**config.mk**
```make
export PLATFORM = sky130hd
export DESIGN_NAME = shift_iter_unit
export DESIGN_NICKNAME = d
export VERILOG_FILES = /design/src/rtl/shift_iter_unit.sv
export SDC_FILE = /design/constraint.sdc
export NUM_CORES = 1
export LEC_CHECK = 0
export CAP_MARGIN = 15
export CORE_MARGIN = 8
export CORE_UTILIZATION = 30
export CTS_CLUSTER_SIZE = 14
export DETAILED_ROUTE_END_ITERATION = 16
export PLACE_DENSITY_LB_ADDON = 0.12
export SLEW_MARGIN = 20
export SYNTH_ARGS = -nofsm -noshare
export SYNTH_HDL_FRONTEND = slang
export SYNTH_SLANG_ARGS = --single-unit
```
**constraint.sdc**
```tcl
create_clock -name clk -period 9.3 [get_ports clk]
set_input_delay 1.86 -clock clk [delete_from_list [all_inputs] [get_ports clk]]
set_output_delay 1.86 -clock clk [all_outputs]
set_load 0.01 [all_outputs]
```
**src/rtl/shift_iter_unit.sv**
```systemverilog
// Iterative shifter: breaks a 0..WIDTH-1 shift into BIG_STEP-bit steps, then 1-bit steps,
// one step per clock, and returns the result with a one-cycle done pulse.
module shift_iter_unit #(
  parameter int unsigned WIDTH    = 32,
  parameter int unsigned BIG_STEP = 4
) (
  input  logic                       clk,
  input  logic                       rst_n,
  input  logic                       start,
  input  logic                       dir,
  input  logic                       arith,
  input  logic [WIDTH-1:0]           operand,
  input  logic [$clog2(WIDTH)-1:0]   shamt,
  output logic                       busy,
  output logic                       done,
  output logic [WIDTH-1:0]           result
);

  localparam int unsigned SHW = $clog2(WIDTH);

  typedef enum logic [1:0] {
    S_IDLE  = 2'd0,
    S_SHIFT = 2'd1,
    S_DONE  = 2'd2
  } state_t;

  state_t           r_state;
  state_t           w_state_nxt;
  logic [WIDTH-1:0] r_work;
  logic [WIDTH-1:0] w_work_nxt;
  logic [SHW-1:0]   r_rem;
  logic [SHW-1:0]   w_rem_nxt;
  logic             r_dir;
  logic             w_dir_nxt;
  logic             r_arith;
  logic             w_arith_nxt;
  logic [WIDTH-1:0] r_result;
  logic [WIDTH-1:0] w_result_nxt;

  logic             w_big;
  logic             w_fill;
  logic [WIDTH-1:0] w_work_step;
  logic [SHW-1:0]   w_rem_step;

  // One shift step; the fill bit is the current sign, which a right-arith step never changes
  always_comb begin
    w_big  = (r_rem >= SHW'(BIG_STEP));
    w_fill = r_dir & r_arith & r_work[WIDTH-1];
    if (r_dir) begin
      if (w_big) w_work_step = {{BIG_STEP{w_fill}}, r_work[WIDTH-1:BIG_STEP]};
      else       w_work_step = {w_fill, r_work[WIDTH-1:1]};
    end else begin
      if (w_big) w_work_step = {r_work[WIDTH-1-BIG_STEP:0], {BIG_STEP{1'b0}}};
      else       w_work_step = {r_work[WIDTH-2:0], 1'b0};
    end
    w_rem_step = r_rem - (w_big ? SHW'(BIG_STEP) : SHW'(1));
  end

  // Next-state and datapath update
  always_comb begin
    w_state_nxt  = r_state;
    w_work_nxt   = r_work;
    w_rem_nxt    = r_rem;
    w_dir_nxt    = r_dir;
    w_arith_nxt  = r_arith;
    w_result_nxt = r_result;
    case (r_state)
      S_IDLE: begin
        if (start) begin
          w_work_nxt  = operand;
          w_rem_nxt   = shamt;
          w_dir_nxt   = dir;
          w_arith_nxt = arith;
          if (shamt == '0) begin
            w_state_nxt  = S_DONE;
            w_result_nxt = operand;
          end else begin
            w_state_nxt  = S_SHIFT;
          end
        end
      end
      S_SHIFT: begin
        w_work_nxt = w_work_step;
        w_rem_nxt  = w_rem_step;
        if (w_rem_step == '0) begin
          w_state_nxt  = S_DONE;
          w_result_nxt = w_work_step;
        end
      end
      S_DONE:  w_state_nxt = S_IDLE;
      default: w_state_nxt = S_IDLE;
    endcase
  end

  always_ff @(posedge clk or negedge rst_n) begin
    if (!rst_n) begin
      r_state  <= S_IDLE;
      r_work   <= '0;
      r_rem    <= '0;
      r_dir    <= 1'b0;
      r_arith  <= 1'b0;
      r_result <= '0;
    end else begin
      r_state  <= w_state_nxt;
      r_work   <= w_work_nxt;
      r_rem    <= w_rem_nxt;
      r_dir    <= w_dir_nxt;
      r_arith  <= w_arith_nxt;
      r_result <= w_result_nxt;
    end
  end

  assign busy   = (r_state != S_IDLE);
  assign done   = (r_state == S_DONE);
  assign result = r_result;

endmodule

```
== After elaboration in Yosys (flattened, before gate mapping) ==
Cells that the tools add are included.

* Register bits after elaboration: 73
* Logic and storage cells: 40
* Output and inout bits: 34

* $add $sub $neg: 1
* Magnitude comparators: 1
* Reductions and logical operators: 9
* Bitwise gates (word level): 2
* Multiplexer cells: 16
* Equality and inequality tests: 5

{| class="wikitable"
|+ Operators with widths
! operator !! count
|-
| 32-bit two-way mux || 6
|-
| 32-bit one-hot mux with 2 select lines || 2
|-
| 31-bit two-way mux || 1
|-
| 5-bit logical NOT || 2
|-
| 5-bit one-hot mux with 2 select lines || 1
|-
| 2-bit two-way mux || 3
|-
| 2-bit inequality test, second input constant || 3
|-
| 2-bit AND reduction || 3
|-
| 5-bit by 3-bit greater-or-equal comparator with 1-bit output, second input constant || 1
|-
| 5-bit two-way mux || 1
|-
| 5-bit by 3-bit subtractor with 5-bit output || 1
|-
| 2-bit one-hot mux with 2 select lines || 1
|-
| 4-bit AND reduction || 1
|-
| 2-bit nonzero test || 2
|-
| 3-bit two-way mux || 1
|-
| 1-bit AND || 2
|-
| 2-bit by 1-bit equality test with 1-bit output, second input constant || 1
|-
| 2-bit equality test, second input constant || 1
|-
| 2-bit logical NOT || 1
|}

== Longest topological paths before layout ==
* Depth in word-level cells: 6
* Depth in mapped cells: 13
* Gate-level depth less buffers: 8

== Worst setup path before layout ==
Ideal clock, no wire load.

* Path kind: input -> register
* Start point: in shamt[3]
* End point: reg r_result[10] (netlist: result[10])
* Buffers on the path: 2
* Slack: 5.591 ns
* Data arrival time: 3.583 ns
* Setup time: 0.125 ns
* Stages on the path: 7
* Cell sequence: or4_4 > nor2_2 > a21oi_1 > or4_1 > buf_2 > buf_6 > mux2_4

* Word-level cells in the longest chain between the ends: 3

{| class="wikitable"
|+ Ends and longest elaborated chain
! element !! RTL line !! RTL
|-
| start, declared || 13 || <nowiki>input logic [$clog2(WIDTH)-1:0] shamt,</nowiki>
|-
| 5-bit logical NOT || 74 || <nowiki>if (shamt == '0) begin</nowiki>
|-
| 2-bit inequality test (no source line) || n/a ||
|-
| 4-bit AND reduction (no source line) || n/a ||
|-
| end signal, assigned || 109 || <nowiki>r_result <= w_result_nxt;</nowiki>
|-
| end, declared || 37 || <nowiki>logic [WIDTH-1:0] r_result;</nowiki>
|}

Every way passes these cells.
A chain may end at the register's enable or synchronous reset.

== Worst setup path in the final report ==
* Start point: in shamt[3]
* End point: reg r_result[12] (netlist: result[12])

The elaborated chain is that of the path after synthesis.

==> metrics.csv <==
metric;value;unit
async_reset_ff_share;100;%
wire_per_inst;16.6;µm
hpwl;7730;µm
grt_use_total;13.5;%
path_class;in2reg;
syn-instance-count;427;
ctsHtreeMaxLevel;3;
drc;0;
cts_tree;built;
syn_area;3930;µm²
chipHeight;130;µm
drt-initial-drc-count;294;
cpPeakStageDelay;1130;ps
avgSynthCellArea;9.20;µm²
fp.dieArea;17000;µm²
drive_gt1_share;11.3;%
worstMarginPinSlew;1070;ps
initial_core_util;30.1;%
vdd_drop_max;0.137;mV
path_max_fanout;33;
gr-max-usage-layer;met2;
grt_util_met3;3.61;%
grt_pass1_wl;18000;µm
min_period_over_period;47.9;%
pre_cts_slack;4530;ps
slew_headroom;28.4;%
dp.cells;655;
cts_setup_buffers;0;
power.internal;0.00119;W
grt_max_degree;74;
hold_ws;506;ps
power_frac_comb;54.6;%
seq_area_frac_synth;46.5;%
final_cell_mix;83 x nand2_1, 74 x clkdlybuf4s50_1, 73 x dfrtp_1, 37 x nand3_1, 28 x o21ai_0;
swShare;41.4;%
hold_class;reg2reg;
tns;0;ps
final_max_slew_viol_count;0;
clockBufferDepth;2;
min_period;4460;ps
hold_depth;1;
cp-end-kind;register;
fmax;224;MHz
grt.overflow.total;0;
r2r_cells;9;
syn2layout_area_growth;29.6;%
grt_pass1_vias;3390;
path_buf_inv;1;
ys.flop_type;dfrtp_1;
rsz0062_at_grt;no;
fin_ws;4840;ps
ant_nets;0;
switchingPower;0.000836;W
final_common_cell;nand2_1;
routed_wl;11100;µm
syn_nets;471;
io_buffers;75;
status;finished clean;
setup_viol;0;
grt_util_met2;20.1;%
cp.required;9510;ps
routabilityCongestion;0.827;
slowest_stage;or4_2;
numCtsBuffers;9;
power_frac_seq;30.4;%
num-fill-cells;1373;
clockRootBuffer;clkbuf_16;
vias_per_cell;4.99;
num_rows;42;
antenna_found_initial;0;
worstHoldStart;result[0]$_DFFE_PN0P_;
num_io_pins;76;
antenna_cells;0;
ys_ff_latch;73;
cts.sinks;73;
power_leakage;2.29;nW
reg2reg_slack;4870;ps
cts_hold_buf;0;
cp_top_family;simple AND/OR/NAND/NOR gates;
worstReg2RegStart;r_rem[3]$_DFFE_PN0P_;
worstPathArrival;4660;ps
firstDrtPassIters;5;
r2r-end;result[12]$_DFFE_PN0P_;
coreArea;13000;µm²
die_w;130;µm
p_clk_share;15.0;%
final_cells;670;
synth_cell_types;48;
cts-resized-gates;0;
p_per_area;397;nW/µm²
hold_viol;0;
ys_warn_count;0;
path_cells;clkdlybuf4s50_1 -> or4_4 -> nor2_2 -> a21oi_1 -> or4_2 -> mux2_4;
hold_end;result[0]$_DFFE_PN0P_;
vias;3340;
synth_edf_count;0;
startpoint_type;primary input;
nets;535;
clk_pin_slew;60;ps
use_met1;18.5;%
clkLatencyLatePin;320;ps
cap_violations;0;
skew;7.02;ps
per-layer routing:
metal / share of wire [%] / vias up
li1: - / 1627
met5: 0 / -
met4: 1.3 / 0
met1: 46 / 1585
met3: 7.7 / 12
met2: 45 / 116
worst register-to-register path, delay by kind of cell (launching register included):
| kind | cells | cell delay (ps) |
|---|---|---|
| adders and majority gates | 1 | 390 |
| and+or+nand+nor | 3 | 1740 |
| muxes | 1 | 520 |
| AOI/OAI and AO/OA | 2 | 420 |
| DFF | 1 | 450 |
| buffers and inverters | 2 | 790 |
Yosys cell counts, types with 2 or more instances:
cell / n / area (µm²)
o21ai_0: 28 / 140
nand3_1: 37 / 185
nor2b_1: 4 / 25.0
ha_1: 2 / 25.0
nor3_1: 2 / 10.0
a31oi_1: 2 / 12.5
buf_1: 4 / 15.0
dfrtp_1: 73 / 1830
a311oi_1: 8 / 70.1
o21bai_1: 2 / 15.0
o211ai_1: 17 / 128
nand3b_1: 3 / 22.5
or3_1: 2 / 12.5
and2_1: 2 / 12.5
nor2_1: 20 / 75.1
nand2b_1: 4 / 25.0
clkbuf_1: 16 / 60.1
inv_1: 25 / 93.8
mux2i_1: 19 / 190
mux2_2: 18 / 203
and3_1: 8 / 50.1
a21oi_1: 7 / 35.0
a32oi_1: 2 / 17.5
nand2_1: 83 / 312
buf_4: 2 / 15.0
mux2_4: 10 / 150
a21boi_0: 2 / 15.0
buf_2: 5 / 25.0
through the flow:
stage	util, %	total power, W	area, µm²
after floorplan	-	0.00135	3930
after global placement	36.9	0.00172	4810
after detailed placement	36.9	0.00173	4810
after CTS	38.9	0.00204	5060
after global routing	39.1	0.00219	5090
final	39.1	0.00202	5090
flip-flops by register name, indices dropped and copies added (netlist names):
signal and cells:
r_arith 1, r_dir 1, r_work 32, r_rem 5, result 32, r_state 2
final cells by class:
cell class,instances,area [µm²],share of cell area (%)
multi-input cells,300,1890,37.0
repair buffers,81,811,15.9
flip-flops and latches,73,1830,35.9
inverters,26,97.6,1.92
clock buffers,10,229,4.50
well taps,176,220,4.32
clock inverters,4,22.5,0.442
worst max-delay path by stage:
stage / slack, ps / from / depth (start not counted) / end
2_1_floorplan: 5590 / shamt[3] / 7 / result[10]$_DFFE_PN0P_
3_3_place_gp: 4570 / shamt[3] / 6 / result[12]$_DFFE_PN0P_
3_5_place_dp: 4530 / shamt[3] / 6 / result[12]$_DFFE_PN0P_
4_1_cts: 4880 / shamt[3] / 6 / result[12]$_DFFE_PN0P_
5_1_grt: 4640 / r_rem[3]$_DFFE_PN0P_ / 8 / result[1]$_DFFE_PN0P_
6_report: 4840 / shamt[3] / 6 / result[12]$_DFFE_PN0P_
power by group through the flow:
stage / clock (W) / sequential [W] / combinational (W)
after floorplan: 0 / 0.000616 / 0.000732
after global placement: 0 / 0.000617 / 0.00110
after detailed placement: 0 / 0.000617 / 0.00111
after CTS: 0.000313 / 0.000615 / 0.00111
after global routing: 0.000323 / 0.000643 / 0.00122
final: 0.000303 / 0.000615 / 0.00110
cell families (layout without fill, tap and decap cells):
logic type | count (synthesis) | after routing | share of synthesized area [%]
buffers and inverters | 54 | 121 | 5.70
adder cells (fa/ha/maj) | 2 | 2 | 0.637
flip-flops | 73 | 73 | 46.5
multiplexers | 47 | 47 | 13.8
AND/OR/NAND/NOR | 171 | 171 | 19.7
XOR/XNOR | 1 | 1 | 0.223
AO/OA/AOI/OAI | 79 | 79 | 13.4
Power figures use the tool's default switching activity.
